--- src/rtl/color_classifier.sv ---
// color_classifier
//   Scans a 160x120 RGB332 frame buffer after each camera frame-done,
//   counts red-, green- and blue-dominant pixels and reports the frame's
//   dominant colour.
//
// Ports
//   clk, rst          : system clock, asynchronous active-high reset
//   frame_done        : camera frame-complete (foreign clock domain)
//   mem_px_addr       : frame buffer read address
//   mem_px_data       : RGB332 pixel, valid one clk after its address
//   busy              : scan in progress
//   result_valid      : one-clk pulse when result updates
//   result            : 00 none, 01 red, 10 green, 11 blue
//
// Build option
//   COLOR_CLASS_SAT_EN : count a pixel only if max-min of its channels >= 2
//                        (rejects grey/white/black). Undefined: dominance only.
module color_classifier #(
   parameter int AW        = 15,
   parameter int NPIX      = 19200,
   parameter int CW        = 15,
   parameter int MIN_COUNT = 1920
) (
   input  logic          clk,
   input  logic          rst,
   input  logic          frame_done,
   output logic [AW-1:0] mem_px_addr,
   input  logic [7:0]    mem_px_data,
   output logic          busy,
   output logic          result_valid,
   output logic [1:0]    result
);

   typedef enum logic [1:0] {IDLE, SCAN, DRAIN, DECIDE} state_t;

   state_t        state;
   logic          fd_s1, fd_s2, fd_s3;
   logic [1:0]    sync_fill;
   logic          armed;
   logic          fd_rise;
   logic          px_vld;
   logic [CW-1:0] cnt_r, cnt_g, cnt_b;

   // frame_done synchroniser + edge detector. sync_fill masks the cycles
   // where the synchroniser still holds its reset value, so armed only
   // sets once a genuine low level of frame_done has been seen. This keeps
   // a frame_done already high at reset release from starting a scan.
   always_ff @(posedge clk or posedge rst) begin
      if (rst) begin
         fd_s1     <= 1'b0;
         fd_s2     <= 1'b0;
         fd_s3     <= 1'b0;
         sync_fill <= '0;
         armed     <= 1'b0;
         fd_rise   <= 1'b0;
      end else begin
         fd_s1     <= frame_done;
         fd_s2     <= fd_s1;
         fd_s3     <= fd_s2;
         sync_fill <= {sync_fill[0], 1'b1};
         armed     <= armed | (sync_fill[1] & ~fd_s2);
         fd_rise   <= fd_s2 & ~fd_s3 & armed;
      end
   end

   // Pixel classification; B is widened to 3 bits by repeating its MSB.
   logic [2:0] px_r, px_g, px_b3;
   logic       is_r, is_g, is_b, spread_ok;
`ifdef COLOR_CLASS_SAT_EN
   logic [2:0] px_max, px_min;
`endif

   always_comb begin
      px_r  = mem_px_data[7:5];
      px_g  = mem_px_data[4:2];
      px_b3 = {mem_px_data[1:0], mem_px_data[1]};
      is_r  = (px_r > px_g)  && (px_r > px_b3);
      is_g  = (px_g > px_r)  && (px_g > px_b3);
      is_b  = (px_b3 > px_r) && (px_b3 > px_g);
`ifdef COLOR_CLASS_SAT_EN
      px_max = px_r;
      if (px_g  > px_max) px_max = px_g;
      if (px_b3 > px_max) px_max = px_b3;
      px_min = px_r;
      if (px_g  < px_min) px_min = px_g;
      if (px_b3 < px_min) px_min = px_b3;
      spread_ok = (px_max - px_min) >= 3'd2;
`else
      spread_ok = 1'b1;
`endif
   end

   // Winner: largest count, ties resolved red > green > blue.
   logic [CW-1:0] win_cnt;
   logic [1:0]    win_col, decision;

   always_comb begin
      if (cnt_r >= cnt_g && cnt_r >= cnt_b) begin
         win_cnt = cnt_r;
         win_col = 2'b01;
      end else if (cnt_g >= cnt_b) begin
         win_cnt = cnt_g;
         win_col = 2'b10;
      end else begin
         win_cnt = cnt_b;
         win_col = 2'b11;
      end
      decision = (win_cnt < CW'(MIN_COUNT)) ? 2'b00 : win_col;
   end

   always_ff @(posedge clk or posedge rst) begin
      if (rst) begin
         state        <= IDLE;
         mem_px_addr  <= '0;
         busy         <= 1'b0;
         result_valid <= 1'b0;
         result       <= 2'b00;
         px_vld       <= 1'b0;
         cnt_r        <= '0;
         cnt_g        <= '0;
         cnt_b        <= '0;
      end else begin
         result_valid <= 1'b0;
         // Data returns one clk after its address, so the SCAN state
         // delayed by one cycle marks a valid pixel (incl. the DRAIN cycle).
         px_vld <= (state == SCAN);
         if (px_vld && spread_ok) begin
            if (is_r && !(&cnt_r)) cnt_r <= cnt_r + 1'b1;
            if (is_g && !(&cnt_g)) cnt_g <= cnt_g + 1'b1;
            if (is_b && !(&cnt_b)) cnt_b <= cnt_b + 1'b1;
         end
         case (state)
            IDLE: begin
               if (fd_rise) begin
                  cnt_r       <= '0;
                  cnt_g       <= '0;
                  cnt_b       <= '0;
                  mem_px_addr <= '0;
                  busy        <= 1'b1;
                  state       <= SCAN;
               end
            end
            SCAN: begin
               if (mem_px_addr == AW'(NPIX - 1)) state <= DRAIN;
               else mem_px_addr <= mem_px_addr + 1'b1;
            end
            DRAIN: state <= DECIDE;
            DECIDE: begin
               result       <= decision;
               result_valid <= 1'b1;
               busy         <= 1'b0;
               state        <= IDLE;
            end
            default: state <= IDLE;
         endcase
      end
   end

endmodule

--- config.mk ---
export PLATFORM = sky130hd
export DESIGN_NAME = color_classifier
export DESIGN_NICKNAME = d
export VERILOG_FILES = /design/src/rtl/color_classifier.sv
export SDC_FILE = /design/constraint.sdc
export NUM_CORES = 1
export LEC_CHECK = 0
export ABC_AREA = 1
export CORE_MARGIN = 1
export CORE_UTILIZATION = 50
export CTS_CLUSTER_DIAMETER = 120
export DETAILED_ROUTE_END_ITERATION = 6
export PLACE_DENSITY_LB_ADDON = 0.05
export REMOVE_ABC_BUFFERS = 1
export SLEW_MARGIN = 10
export SYNTH_ARGS = -nofsm -noshare
export SYNTH_HDL_FRONTEND = slang
export SYNTH_SLANG_ARGS = --single-unit
--- constraint.sdc ---
create_clock -name clk -period 7.4 [get_ports clk]
set_input_delay 1.85 -clock clk [delete_from_list [all_inputs] [get_ports clk]]
set_output_delay 1.85 -clock clk [all_outputs]
set_load 0.03 [all_outputs]
==> impl_metrics.ini <==
[yosys]
synth_cells = 729
ys.flop_type = dfrtp_1
ys_types = 35
synth-seq-cells = 74
yosys.area.top_type = dfrtp_1
async_flop_share = 1.00
synth_edf_count = 0
netlist_area_mm2 = 0.00537
yosys.cell_count.top_type = nand2_1
synth.avg_cell_area_um2 = 7.36
yosysWarnings = 0
ys_seq_area_frac = 0.345
netlist.area_leader.share = 0.345
synth_top_cells_by_count = nand2_1 (169), inv_1 (96), nor2_1 (77)
synthTopCellsByArea = dfrtp_1 (35%), ha_1 (14%), nand2_1 (12%)

[critical_path]
arrival_ns = 4.19
end_kind = flop
startpoint_type = input pin
r2r_setup_slack_ns = 4.74
crit_required_ns = 7.63
path_class = input pin to flop
crit_fanout = 15

[timing]
tightestPinTransition_ns = 1.12
period_needed_ns = 3.96
rsz0062_at_grt = no
setup_tns_ns = 0
fmax_mhz = 253
slew-limit-headroom = 0.251
layout_setup_ws_ns = 3.44
drv_slew = 0
setup_viol = 0
period_share = 0.535
finalHoldViolCount = 0
fin_skew_ns = 0.0112
holdWs_ns = 0.356

[floorplan]
rows = 37
num_io_pins = 30
initial_core_util = 0.517
core-area_mm2 = 0.0104
dieArea_mm2 = 0.0112
die_w_um = 106
fp.dieH_um = 106

[detailed_routing]
wire_per_inst_um = 14.6
ant_nets = 0
drc = 0
first_pass_iters = 5
vias = 4933
wl_um = 13200
vias_per_cell = 5.47
drtIter0Drc = 374

[grt]
grt_overflow = 0
grt_max_degree = 61
grt_use_total = 0.252
grt_pass1_vias = 4581
antenna_found_initial = 0
grt_pass1_wl_um = 22000

[power]
p_total_mw = 1.58
static-leakage-power_nw = 2.96
irDropWorstVdd_v = 0.000137
power.density_mw_per_mm2 = 265

[cts]
cts_tree = done
clockBufferDepth = 2
numCtsBuffers = 9
cts.sinks = 74
ctsHoldBuffers = 0
cts_setup_buffers = 0
cts_resized = 0
cts.clk_slew.worst_paths_ns = 0.08
root_buffer = clkbuf_8
clock_latency_ns = 0.37
htreeDepth = 3

[placed_design]
place_area_mm2 = 0.00578
io_buffer_count = 29
post-place-ws_ns = 3.10
post-dp-hpwl_um = 10000
gp_congestion = 0.857

[layout]
syn2layout_area_growth_pct = 11.3
diodes = 0
final_area_mm2 = 0.00597
final_layout_size_suffix_gt1_frac = 0.0548
nNetsFinal = 834

[status]
status = complete, no violations

[hold_path]
holdCritPathClass = flop to flop

[flow_run]
maxCapViolCount = 0
[registers in the layout, summed over array words and instances (netlist names)]
signal	cells
cnt_b	15
cnt_g	15
cnt_r	15
mem_px_addr	15
result	2
state	2
sync_fill	2
armed	1
busy	1
fd_rise	1
fd_s1	1
fd_s2	1
fd_s3	1
px_vld	1
result_valid	1
[worst max-delay path, cell delays in order]
cell and delay, ns:
clkdlybuf4s50_1 0.48, inv_1 0.05, ha_1 0.30, a21oi_1 0.17, and2b_1 0.16, nand3b_1 0.10
nor2_2 0.55, nand3b_1 0.22, o21ai_0 0.21, a21oi_1 0.09
[worst paths after layout]
path                            cells after the start        to            from
worst max-delay path                               10  cnt_g[9]  mem_px_data[4]
worst min-delay path                                0     fd_s2           fd_s1
worst max register to register                      6      busy        state[0]
worst min register to register                      0     fd_s2           fd_s1
max in group asynchronous                           3  cnt_b[8]             rst
min in group asynchronous                           2  cnt_g[0]             rst
[layout by cell type, fill, tap and decap left out, types with 2 or more instances in the layout]
cell type        instances
nand2_1                169
inv_1                   95
nor2_1                  77
dfrtp_1                 74
ha_1                    62
nand3_1                 52
a21oi_1                 46
clkdlybuf4s50_1         29
nand4_1                 25
nor3_1                  25
o21ai_0                 23
o21ai_1                 16
xor2_1                  12
clkbuf_8                 9
nor2_2                   5
nand3b_1                 5
or2_2                    4
inv_2                    4
nand2_2                  4
a21o_1                   4
xnor2_1                  3
nor4_1                   2
nor3_2                   2
clkinv_2                 2
clkinvlp_4               2
clkinv_4                 2
[stage by stage]
stage                     utilization  instances
after CTS                       0.576        902
after global placement          0.557        886
final                           0.576        902
after global routing            0.576        902
after detailed placement        0.557        886
after floorplan                     -        720
[layout make-up]
cell class	count	area, um2
Timing Repair Buffer	30	298
Clock buffer	10	128
Clock inverter	6	67.6
Multi-Input combinational cell	545	3070
Inverter	101	385
Tap cell	136	170
Fill cell	1007	4400
Sequential cell	74	1850
[power by group]
group          leakage [nW]  internal, mW  switching, mW
Combinational          1.87         0.254          0.459
Clock                0.0925         0.156          0.168
Sequential            0.988         0.468         0.0762
Total                  2.96         0.878          0.703
[logic make-up (layout without fill, tap and decap cells)]
logic type,count (synthesis),in the layout,synth area share
AOI/OAI and AO/OA,91,91,0.0891
buffers and inverters,110,147,0.0825
adders and majority gates,62,62,0.145
other,1,1,0.000699
xor gates and xnor gates,15,15,0.0245
DFF,74,74,0.345
and+or+nand+nor,376,376,0.314
[metal layers]
| layer | GRT usage | vias to the layer above | wire length [um] |
|---|---|---|---|
| met5 | 0 | - | 0 |
| met4 | 0.121 | 0 | 376 |
| met3 | 0.0328 | 30 | 639 |
| met2 | 0.399 | 139 | 5910 |
| met1 | 0.342 | 2300 | 6280 |
| li1 | - | 2464 | - |
No activity file was read; power rests on OpenSTA's default activity.
